--- src/rtl/if_fetch_unit_pkg.sv ---
// ============================================================================
// Module   : if_fetch_unit_pkg
// Purpose  : Shared constants and types for the instruction-fetch stage.
// Revision : 1.0 - initial release
// ============================================================================
`default_nettype none

package if_fetch_unit_pkg;

    // Canonical RV32I NOP (addi x0, x0, 0) used for wait bubbles and flushes
    localparam logic [31:0] NOP_INSTR = 32'h0000_0013;

    // IF/ID control: pass, load-use hold, flush (IF/ID inserts two bubbles)
    typedef enum logic [1:0] {
        SEL_PASS  = 2'b00,
        SEL_HOLD  = 2'b01,
        SEL_FLUSH = 2'b10
    } instr_sel_t;

    // Fetch sequencer states
    typedef enum logic [1:0] {
        S_BOOT = 2'd0,
        S_REQ  = 2'd1,
        S_RESP = 2'd2
    } fetch_state_t;

endpackage

`default_nettype wire

--- src/rtl/if_fetch_unit_if.sv ---
// ============================================================================
// Module   : if_fetch_unit_if
// Purpose  : Instruction-memory req/gnt/rvalid bus between fetch and imem.
//            master = fetch unit, slave = instruction memory.
// Revision : 1.0 - initial release
// ============================================================================
`default_nettype none

interface if_fetch_unit_if #(
    parameter int XLEN = 32
);
    logic            req;
    logic [XLEN-1:0] addr;
    logic            gnt;
    logic            rvalid;
    logic [XLEN-1:0] rdata;

    modport master (
        output req,
        output addr,
        input  gnt,
        input  rvalid,
        input  rdata
    );

    modport slave (
        input  req,
        input  addr,
        output gnt,
        output rvalid,
        output rdata
    );
endinterface

`default_nettype wire

--- src/rtl/fetch_perf_cnt.sv ---
// ============================================================================
// Module   : fetch_perf_cnt
// Purpose  : Two free-running 32-bit event counters for the fetch stage
//            (wait-bubble cycles and redirect cycles). Wrap at 2^32.
//            Instantiated by if_fetch_unit only when FETCH_PERF_EN is defined.
// Revision : 1.0 - initial release
// ============================================================================
`default_nettype none

module fetch_perf_cnt (
    input  wire logic        clk,
    input  wire logic        rst,
    input  wire logic        i_wait_inc,
    input  wire logic        i_redirect_inc,
    output logic [31:0]      o_wait_cnt,
    output logic [31:0]      o_redirect_cnt
);

    logic [31:0] r_wait_cnt;
    logic [31:0] r_redirect_cnt;

    // Count events; natural 32-bit overflow provides the wrap
    always_ff @(posedge clk or posedge rst) begin
        if (rst) begin
            r_wait_cnt     <= 32'd0;
            r_redirect_cnt <= 32'd0;
        end else begin
            if (i_wait_inc)     r_wait_cnt     <= r_wait_cnt + 32'd1;
            if (i_redirect_inc) r_redirect_cnt <= r_redirect_cnt + 32'd1;
        end
    end

    assign o_wait_cnt     = r_wait_cnt;
    assign o_redirect_cnt = r_redirect_cnt;

endmodule

`default_nettype wire

--- src/rtl/if_fetch_unit.sv ---
// ============================================================================
// Module   : if_fetch_unit
// Purpose  : RV32I instruction-fetch stage. Owns the PC, fetches over the
//            imem req/gnt/rvalid bus (one request outstanding, back-to-back
//            issue in the rvalid cycle), and drives pc/instr/instr_sel into
//            IF/ID handling redirects, load-use holds (with a one-entry
//            replay buffer) and memory wait states.
// Options  : FETCH_PERF_EN - adds wait/redirect performance counter ports.
// Revision : 1.0 - initial release
// ============================================================================
`default_nettype none

module if_fetch_unit
    import if_fetch_unit_pkg::*;
#(
    parameter int              XLEN     = 32,
    parameter logic [XLEN-1:0] RESET_PC = '0
) (
    input  wire logic            clk,
    input  wire logic            rst,
    input  wire logic            i_redirect,
    input  wire logic [XLEN-1:0] i_target_pc,
    input  wire logic            i_load_use,
    if_fetch_unit_if.master      im,
    output logic [XLEN-1:0]      o_pc,
    output logic [XLEN-1:0]      o_instr,
    output logic [1:0]           o_instr_sel
`ifdef FETCH_PERF_EN
    ,
    output logic [31:0]          o_perf_wait_cnt,
    output logic [31:0]          o_perf_redirect_cnt
`endif
);

    // ------------------------------------------------------------------
    // State
    // ------------------------------------------------------------------
    fetch_state_t    r_state,     w_next_state;
    logic [XLEN-1:0] r_pc_q,      w_next_pc_q;      // next address to fetch
    logic [XLEN-1:0] r_req_pc_q,  w_next_req_pc_q;  // address of last accepted request
    logic            r_drop,      w_next_drop;      // discard the next rvalid
    logic            r_rep_v,     w_next_rep_v;     // replay buffer holds an instr
    logic [XLEN-1:0] r_rep_pc,    w_next_rep_pc;
    logic [XLEN-1:0] r_rep_instr, w_next_rep_instr;

    logic            w_req;
    logic [XLEN-1:0] w_pc_out;
    logic [XLEN-1:0] w_instr_out;
    instr_sel_t      w_sel;

    // Response qualifiers: a response only carries useful data when a
    // live (not-to-be-dropped) request is outstanding.
    logic w_data_valid;
    logic w_drop_cycle;
    logic w_slot_free;
    logic [XLEN-1:0] w_target_aligned;
    logic w_unused_tpc;

    assign w_data_valid     = (r_state == S_RESP) && im.rvalid && !r_drop;
    assign w_drop_cycle     = r_drop && im.rvalid;
    // A new request may go out when nothing is outstanding, or in the very
    // cycle the outstanding response returns.
    assign w_slot_free      = ((r_state == S_REQ)  && (!r_drop || im.rvalid)) ||
                              ((r_state == S_RESP) && im.rvalid);
    assign w_target_aligned = {i_target_pc[XLEN-1:2], 2'b00};
    assign w_unused_tpc     = ^i_target_pc[1:0];

    // Next-state, request and IF/ID output decode; redirect > load_use > replay > normal
    always_comb begin
        w_next_state     = r_state;
        w_next_pc_q      = r_pc_q;
        w_next_req_pc_q  = r_req_pc_q;
        w_next_drop      = r_drop;
        w_next_rep_v     = r_rep_v;
        w_next_rep_pc    = r_rep_pc;
        w_next_rep_instr = r_rep_instr;
        w_req            = 1'b0;
        w_pc_out         = r_req_pc_q;
        w_instr_out      = NOP_INSTR;
        w_sel            = SEL_PASS;

        if (i_redirect) begin
            // Flush; any response still in flight must be thrown away
            w_sel        = SEL_FLUSH;
            w_next_pc_q  = w_target_aligned;
            w_next_rep_v = 1'b0;
            w_next_drop  = (r_drop && !im.rvalid) ||
                           ((r_state == S_RESP) && !im.rvalid);
            w_next_state = S_REQ;
        end else if (i_load_use) begin
            // Hold: present what we have, but park any arriving data for replay
            w_sel = SEL_HOLD;
            if (w_data_valid) begin
                w_instr_out      = im.rdata;
                w_next_rep_v     = 1'b1;
                w_next_rep_pc    = r_req_pc_q;
                w_next_rep_instr = im.rdata;
                w_next_state     = S_REQ;
            end
            if (w_drop_cycle) begin
                w_next_drop = 1'b0;
            end
        end else if (r_state == S_BOOT) begin
            w_next_state = S_REQ;
        end else begin
            if (r_rep_v) begin
                w_pc_out     = r_rep_pc;
                w_instr_out  = r_rep_instr;
                w_next_rep_v = 1'b0;
            end else if (w_data_valid) begin
                w_instr_out = im.rdata;
            end
            if (w_drop_cycle) begin
                w_next_drop = 1'b0;
            end
            if (w_slot_free) begin
                w_req = 1'b1;
                if (im.gnt) begin
                    w_next_state    = S_RESP;
                    w_next_req_pc_q = r_pc_q;
                    w_next_pc_q     = r_pc_q + XLEN'(4);
                end else begin
                    w_next_state = S_REQ;
                end
            end
        end
    end

    // Fetch state registers, asynchronous reset
    always_ff @(posedge clk or posedge rst) begin
        if (rst) begin
            r_state     <= S_BOOT;
            r_pc_q      <= RESET_PC;
            r_req_pc_q  <= '0;
            r_drop      <= 1'b0;
            r_rep_v     <= 1'b0;
            r_rep_pc    <= '0;
            r_rep_instr <= NOP_INSTR;
        end else begin
            r_state     <= w_next_state;
            r_pc_q      <= w_next_pc_q;
            r_req_pc_q  <= w_next_req_pc_q;
            r_drop      <= w_next_drop;
            r_rep_v     <= w_next_rep_v;
            r_rep_pc    <= w_next_rep_pc;
            r_rep_instr <= w_next_rep_instr;
        end
    end

    assign im.req      = w_req;
    assign im.addr     = r_pc_q;
    assign o_pc        = w_pc_out;
    assign o_instr     = w_instr_out;
    assign o_instr_sel = w_sel;

`ifdef FETCH_PERF_EN
    // A wait cycle is a pass-through cycle with neither replay nor fresh data
    logic w_wait_nop;
    assign w_wait_nop = !i_redirect && !i_load_use && !r_rep_v && !w_data_valid;

    fetch_perf_cnt u_perf (
        .clk            (clk),
        .rst            (rst),
        .i_wait_inc     (w_wait_nop),
        .i_redirect_inc (i_redirect),
        .o_wait_cnt     (o_perf_wait_cnt),
        .o_redirect_cnt (o_perf_redirect_cnt)
    );
`endif

endmodule

`default_nettype wire
--- src/flat_wrapper.sv ---
// flat-port wrapper written by rule: the top's interface ports become plain ports
module if_fetch_unit_flat import if_fetch_unit_pkg::*;
#(
    parameter int              XLEN     = 32,
    parameter logic [XLEN-1:0] RESET_PC = '0
)
  (clk, rst, i_redirect, i_target_pc, i_load_use, o_pc, o_instr, o_instr_sel, im_req, im_addr, im_gnt, im_rvalid, im_rdata);
  if_fetch_unit_if #(.XLEN(XLEN)) im_i ();
  input  wire logic clk;
  input  wire logic rst;
  input  wire logic i_redirect;
  input  wire logic [XLEN-1:0] i_target_pc;
  input  wire logic i_load_use;
  output logic [XLEN-1:0] o_pc;
  output logic [XLEN-1:0] o_instr;
  output logic [1:0] o_instr_sel;
  output wire logic [$bits(im_i.req)-1:0] im_req;
  output wire logic [$bits(im_i.addr)-1:0] im_addr;
  input wire logic [$bits(im_i.gnt)-1:0] im_gnt;
  input wire logic [$bits(im_i.rvalid)-1:0] im_rvalid;
  input wire logic [$bits(im_i.rdata)-1:0] im_rdata;
  assign im_req = im_i.req;
  assign im_addr = im_i.addr;
  assign im_i.gnt = im_gnt;
  assign im_i.rvalid = im_rvalid;
  assign im_i.rdata = im_rdata;
  if_fetch_unit #(.XLEN(XLEN), .RESET_PC(RESET_PC)) u_core (.clk(clk), .rst(rst), .i_redirect(i_redirect), .i_target_pc(i_target_pc), .i_load_use(i_load_use), .im(im_i), .o_pc(o_pc), .o_instr(o_instr), .o_instr_sel(o_instr_sel));
endmodule
--- config.mk ---
export PLATFORM = sky130hd
export DESIGN_NAME = if_fetch_unit_flat
export DESIGN_NICKNAME = d
export VERILOG_FILES = /design/src/rtl/if_fetch_unit_pkg.sv /design/src/rtl/if_fetch_unit_if.sv /design/src/rtl/fetch_perf_cnt.sv /design/src/rtl/if_fetch_unit.sv /design/src/flat_wrapper.sv
export SDC_FILE = /design/constraint.sdc
export NUM_CORES = 1
export LEC_CHECK = 0
export CORE_MARGIN = 1
export CORE_UTILIZATION = 30
export DETAILED_ROUTE_END_ITERATION = 16
export PLACE_DENSITY = 0.6
export SYNTH_ARGS = -nofsm -noshare
export SYNTH_HDL_FRONTEND = slang
export SYNTH_SLANG_ARGS = --single-unit
export TNS_END_PERCENT = 20
--- constraint.sdc ---
create_clock -name clk -period 4 [get_ports clk]
set_clock_uncertainty 0.1 [all_clocks]
set_input_delay 0.8 -clock clk [delete_from_list [all_inputs] [get_ports clk]]
set_output_delay 0.8 -clock clk [all_outputs]
set_load 0.05 [all_outputs]
== Yosys cells after proc, flatten, opt, wreduce, memory -nomap -nowiden ==
Index checks and enable logic that the tools add are counted.

* Multiply operators: 0
* Bitwise gates (word level): 3
* Add/sub/neg operators: 1
* Shift-type cells: 0
* Magnitude comparators: 0
* Equality and inequality tests: 6
* Mux-type cells: 34
* Reductions and logical operators: 20
* Divide/modulo/power cells: 0

{| class="wikitable"
|+ Operator list
! cell !! number
|-
| 2-to-1 mux 32 bit || 14
|-
| adder 32 x 3 -> 32 bit, second input constant || 1
|-
| 2-to-1 mux 2 bit || 7
|-
| 2-to-1 mux 1 bit || 13
|-
| logical AND 1 bit || 6
|-
| AND reduction 5 bit || 1
|-
| != test 2 bit, second input constant || 2
|-
| AND reduction 2 bit || 2
|-
| AND reduction 4 bit || 1
|-
| nonzero test 2 bit || 2
|-
| nonzero test 4 bit || 1
|-
| logical OR 1 bit || 3
|-
| != test 3 x 2 -> 1 bit, second input constant || 1
|-
| != test 3 bit, second input constant || 1
|-
| NOT 1 bit || 3
|-
| AND reduction 3 bit || 1
|-
| equality test 2 x 1 -> 1 bit, second input constant || 1
|-
| equality test 2 bit, second input constant || 1
|-
| zero test 1 bit || 2
|-
| zero test 2 bit || 1
|}

* Output and inout bits: 99
* ROM bits: 0
* Input port bits: 70
* Logic and storage cells: 71
* Flip-flop bits (word level): 132
* Latch bits: 0
* Memories: 0
* Bits in writable memories: 0

== Depth between registers and ports, before layout ==
* Depth after elaboration: 8
* Mapped depth: 8

== Worst setup path after synthesis ==
No wires, ideal clock.

* Kind: input-to-output
* Start point: input i_redirect
* End point: output o_pc[21]
* Arrival time: 2363 ps
* Required time: 3100 ps
* Stages on the path: 8
* Slack: 737 ps
* Cells stage by stage: clkbuf_1 > nor2_1 > nand2_1 > nor2_1 > clkbuf_1 > clkbuf_1 > nand2_1 > nand2_1

* Cells in the longest elaborated chain, start to end: 1

{| class="wikitable"
|+ Ends and longest elaborated chain
! item !! line !! RTL
|-
| from (decl) || flat_wrapper.sv:11 || <nowiki>input wire logic i_redirect;</nowiki>
|-
| 2-to-1 mux 32 bit || if_fetch_unit.sv:82 || <nowiki>if (i_redirect) begin</nowiki>
|-
| to (decl) || flat_wrapper.sv:14 || <nowiki>output logic [XLEN-1:0] o_pc;</nowiki>
|}

No other way between the ends.

== Final worst setup path ==
* Start point: input im_rvalid
* End point: output o_instr[16]

* Cells in the longest elaborated chain, start to end: 7

{| class="wikitable"
|+ Ends and longest elaborated chain
! item !! line !! RTL
|-
| from (decl) || flat_wrapper.sv:20 || <nowiki>input wire logic [$bits(im_i.rvalid)-1:0] im_rvalid;</nowiki>
|-
| logical AND 1 bit (*) (2 in series) || if_fetch_unit.sv:59 || <nowiki>assign w_data_valid = (r_state == S_RESP) && im.rvalid && !r_drop;</nowiki>
|-
| 2-to-1 mux 32 bit (*) || if_fetch_unit.sv:93, if_fetch_unit.sv:110 ||
|-
| 2-to-1 mux 32 bit || if_fetch_unit.sv:106 || <nowiki>if (r_rep_v) begin</nowiki>
|-
| 2-to-1 mux 32 bit || if_fetch_unit.sv:103 || <nowiki>end else if (r_state == S_BOOT) begin</nowiki>
|-
| 2-to-1 mux 32 bit (*) || if_fetch_unit.sv:90 || <nowiki>end else if (i_load_use) begin</nowiki>
|-
| 2-to-1 mux 32 bit (*) || if_fetch_unit.sv:82 ||
|-
| to (decl) || flat_wrapper.sv:15 || <nowiki>output logic [XLEN-1:0] o_instr;</nowiki>
|}

Mark *: on every way between the ends. The rest lies on a longest branch, timed or not.

==> flow_summary.toml <==
[sta]
max_slew.worst_pin.slew_ps = 762.9
setup-tns-final_ps = 0
rsz0062_at_grt = "false"
finalWorstPathRequiredPeriod_ps = 3659
max_fclk_ghz = 0.2733
min_period_over_period_pct = 91.47
fin_worst_hold_slack_ps = 391.1
slew_headroom_pct = 49.14
timing.final.setup_violations = 0
finalHoldViolations = 0
finalMaxSlewViolations = 0
postLayoutSetupSlackWorst_ps = 341.3

[synthesis]
share_of_synthesized_area_occupied_by_flip_flops_and_latches_pct = 50.13
synth_most_common_cell = "sky130_fd_sc_hd__nand2_1"
netlist_instances = 599
synth_top_cell_by_area = "sky130_fd_sc_hd__dfrtp_1"
synth-edff-count = 0
synth_ff_type = "sky130_fd_sc_hd__dfrtp_1"
synthArstFlopShare_pct = 100.0
synthesis.area_mm2 = 0.006297
synth-warning-count = 0
post_synth_num_cell_types = 53
most_common_library_cells_after_synthesis = "128 x sky130_fd_sc_hd__nand2_1, 123 x sky130_fd_sc_hd__dfrtp_1, 89 x sky130_fd_sc_hd__mux2_2"
synth_top_cells_by_area = "sky130_fd_sc_hd__dfrtp_1 49%, sky130_fd_sc_hd__mux2_2 16%, sky130_fd_sc_hd__nand2_1 7.6%, sky130_fd_sc_hd__a22o_1 4.2%, sky130_fd_sc_hd__o21ai_0 2.1%"
syn_area_per_cell_um2 = 10.51
yosys_register_bits = 126
yosys.area.top_type_share_pct = 48.88

[global_route]
grt_start_max_net_pins = 53
overflow = 0
global_route.usage.total_pct = 16.36
vias_in_the_first_global_route = 5051
grt_antenna_before_repair = 0
grt_first_pass_wirelength_mm = 27.41

[cts]
numCtsBuffers = 17
clk-insertion-delay-late_ps = 410
clock_tree.root_cell = "sky130_fd_sc_hd__clkbuf_16"
hold_buffer_count_at_cts = 0
cts_repair_resize_count = 0
clk_pin_slew_ps = 50
postCtsSetupBuffers = 0
clock_tree_from_tritoncts = "yes"
htree_num_levels = 4
clockBufferDepth = 2
cts_sinks = 126

[hold_path]
hp-class = "register to register"
min-delay-start = "u_core.r_rep_instr[0]"
worstHoldEndpoint = "u_core.r_rep_instr[0]"
timing.hold.worst_path_depth = 2

[worst_setup_path]
timing.reg2reg.worst_path_depth = 5
timing_worst_setup_path_type = "input pin to output pin"
critical_path_peak_fanout = 32
worstSetupStartpointType = "input pin"
crit_path_end_kind = "output pin"
rrSetupSlack_ps = 1740
r2r_end = "u_core.im.addr[25]"
worst_ep_required_time_ps = 3100
r2r_start = "u_core.im.addr[9]"
worst-endpoint-arrival_ps = 2760

[route]
drt-total-wl_mm = 16.79
drc = 0
dr_total_vias = 5048
ant_nets = 0
detailedRoute.firstIterationViolations = 223
routed_via_density = 4.863
detail_route.wl_per_cell_um = 16.17
first_pass_iters = 4

[place]
gp_congestion = 0.7992
placement.io_buffers = 162
place.detailed.hpwl_mm = 12.00
placement.setup.worst_slack_ps = 355.0

[floorplan]
io_pins = 169
starting_density_of_the_core_pct = 30.82
die_height_um = 146.9
dieWidth_um = 146.9
std_cell_rows = 52
design.core.area_mm2 = 0.02043
dieArea_mm2 = 0.02157

[cells_and_area]
layout_area_overhead_pct = 48.76
finish.utilization_pct = 45.85
finish.net_count = 826
share_of_post_route_cells_with_drive_strength_above_1_pct = 27.99
antenna-diode-count = 0
fillers = 1941

[pwr]
vdd_ir_drop_max_v = 0.0003289
pwr_density_cell_mw_per_mm2 = 482.1
p_leak_uw = 0.004166
power.total_uw = 4516

[flow_run]
drv.max_cap_violation_count = 0

[outcome]
run_status = "complete, no violations"
[critical path, cell delays in order]
cell                              delay [ps]
sky130_fd_sc_hd__clkdlybuf4s50_1         550
sky130_fd_sc_hd__nor3b_1                 420
sky130_fd_sc_hd__o211a_1                 220
sky130_fd_sc_hd__buf_4                   340
sky130_fd_sc_hd__a22o_1                  260
sky130_fd_sc_hd__buf_12                  150
[through the flow]
step / cells / instance area (um^2)
2_1_floorplan: 602 / 6312
3_3_place_gp: 1006 / 8823
3_5_place_dp: 1006 / 8823
4_1_cts: 1038 / 9368
5_1_grt: 1038 / 9368
6_report: 1038 / 9368
[worst max-delay path by stage]
| stage | endpoint | slack, ps | cells past startpoint | start |
|---|---|---|---|---|
| global route | o_instr[12] | 240 | 6 | im_rvalid |
| detailed placement | o_instr[16] | 350 | 6 | im_rvalid |
| finish | o_instr[16] | 340 | 6 | im_rvalid |
| floorplan | o_pc[21] | 740 | 8 | i_redirect |
| global placement | o_instr[14] | 340 | 6 | im_rvalid |
| CTS | o_instr[16] | 330 | 6 | im_rvalid |
[final cells by class]
| cell class | count | area (um^2) | area share [%] |
|---|---|---|---|
| repair buffers | 176 | 2362 | 25.22 |
| clock inverters | 6 | 35.03 | 0.3740 |
| multi-input cells | 424 | 2925 | 31.23 |
| inverters | 10 | 41.29 | 0.4408 |
| flip-flops and latches | 126 | 3157 | 33.70 |
| clock buffers | 26 | 509.2 | 5.436 |
| well taps | 270 | 337.8 | 3.606 |
[cells in the final DEF (no fill, tap or decap), types with 2 or more instances in the layout]
| cell | count |
|---|---|
| sky130_fd_sc_hd__a21oi_1 | 5 |
| sky130_fd_sc_hd__o21ai_0 | 26 |
| sky130_fd_sc_hd__xor2_1 | 13 |
| sky130_fd_sc_hd__nand4_1 | 14 |
| sky130_fd_sc_hd__nand2b_1 | 3 |
| sky130_fd_sc_hd__clkbuf_8 | 5 |
| sky130_fd_sc_hd__conb_1 | 4 |
| sky130_fd_sc_hd__inv_1 | 9 |
| sky130_fd_sc_hd__mux2_2 | 89 |
| sky130_fd_sc_hd__nand3_1 | 13 |
| sky130_fd_sc_hd__o31a_1 | 2 |
| sky130_fd_sc_hd__or4_1 | 7 |
| sky130_fd_sc_hd__dfstp_2 | 3 |
| sky130_fd_sc_hd__clkinv_2 | 4 |
| sky130_fd_sc_hd__a22o_1 | 30 |
| sky130_fd_sc_hd__a221o_1 | 2 |
| sky130_fd_sc_hd__or3_1 | 4 |
| sky130_fd_sc_hd__clkdlybuf4s50_1 | 97 |
| sky130_fd_sc_hd__o31ai_1 | 3 |
| sky130_fd_sc_hd__nand2_1 | 127 |
| sky130_fd_sc_hd__o211ai_1 | 4 |
| sky130_fd_sc_hd__clkbuf_16 | 17 |
| sky130_fd_sc_hd__clkinvlp_4 | 3 |
| sky130_fd_sc_hd__nor2b_1 | 7 |
| sky130_fd_sc_hd__or2_2 | 2 |
| sky130_fd_sc_hd__nand4_4 | 2 |
| sky130_fd_sc_hd__nor2_1 | 18 |
| sky130_fd_sc_hd__nor4_1 | 5 |
| sky130_fd_sc_hd__dfrtp_1 | 123 |
| sky130_fd_sc_hd__and3_1 | 5 |
| sky130_fd_sc_hd__a211o_1 | 2 |
| sky130_fd_sc_hd__buf_4 | 14 |
| sky130_fd_sc_hd__nor3_1 | 6 |
| sky130_fd_sc_hd__nand3_2 | 2 |
| sky130_fd_sc_hd__buf_12 | 64 |
| sky130_fd_sc_hd__xnor2_1 | 3 |
| sky130_fd_sc_hd__clkbuf_1 | 4 |
| sky130_fd_sc_hd__a31oi_1 | 5 |
[power by group]
part	switching (uW)	internal, uW
registers	165	1470
logic	799	674
clock network	543	870
[logic make-up (layout without fill, tap and decap cells)]
group | after synthesis | in the layout | synth area share, %
AO/OA/AOI/OAI | 87 | 87 | 9.994
XOR/XNOR | 16 | 16 | 2.225
adder cells (fa/ha/maj) | 1 | 1 | 0.1987
buffers and inverters | 52 | 218 | 3.755
flip-flops | 126 | 126 | 50.13
multiplexers | 90 | 90 | 16.07
other | 1 | 4 | 0.05955
AND/OR/NAND/NOR | 226 | 226 | 17.56
[flip-flops by register name, summed over array words and instances, names as in the netlist]
signal              flops
u_core.r_rep_instr     32
u_core.im.addr         30
u_core.r_rep_pc        30
u_core.r_req_pc_q      30
u_core.r_state          2
u_core.r_drop           1
u_core.r_rep_v          1
[routing by layer]
metal,track usage (%),part of all wire [%],vias up
li1,-,-,2430
met1,22.26,48,2439
met2,25.21,45,158
met3,4.099,5.5,21
met4,5.729,1.4,0
met5,0,0,-
No activity file was read; power rests on OpenSTA's default activity.
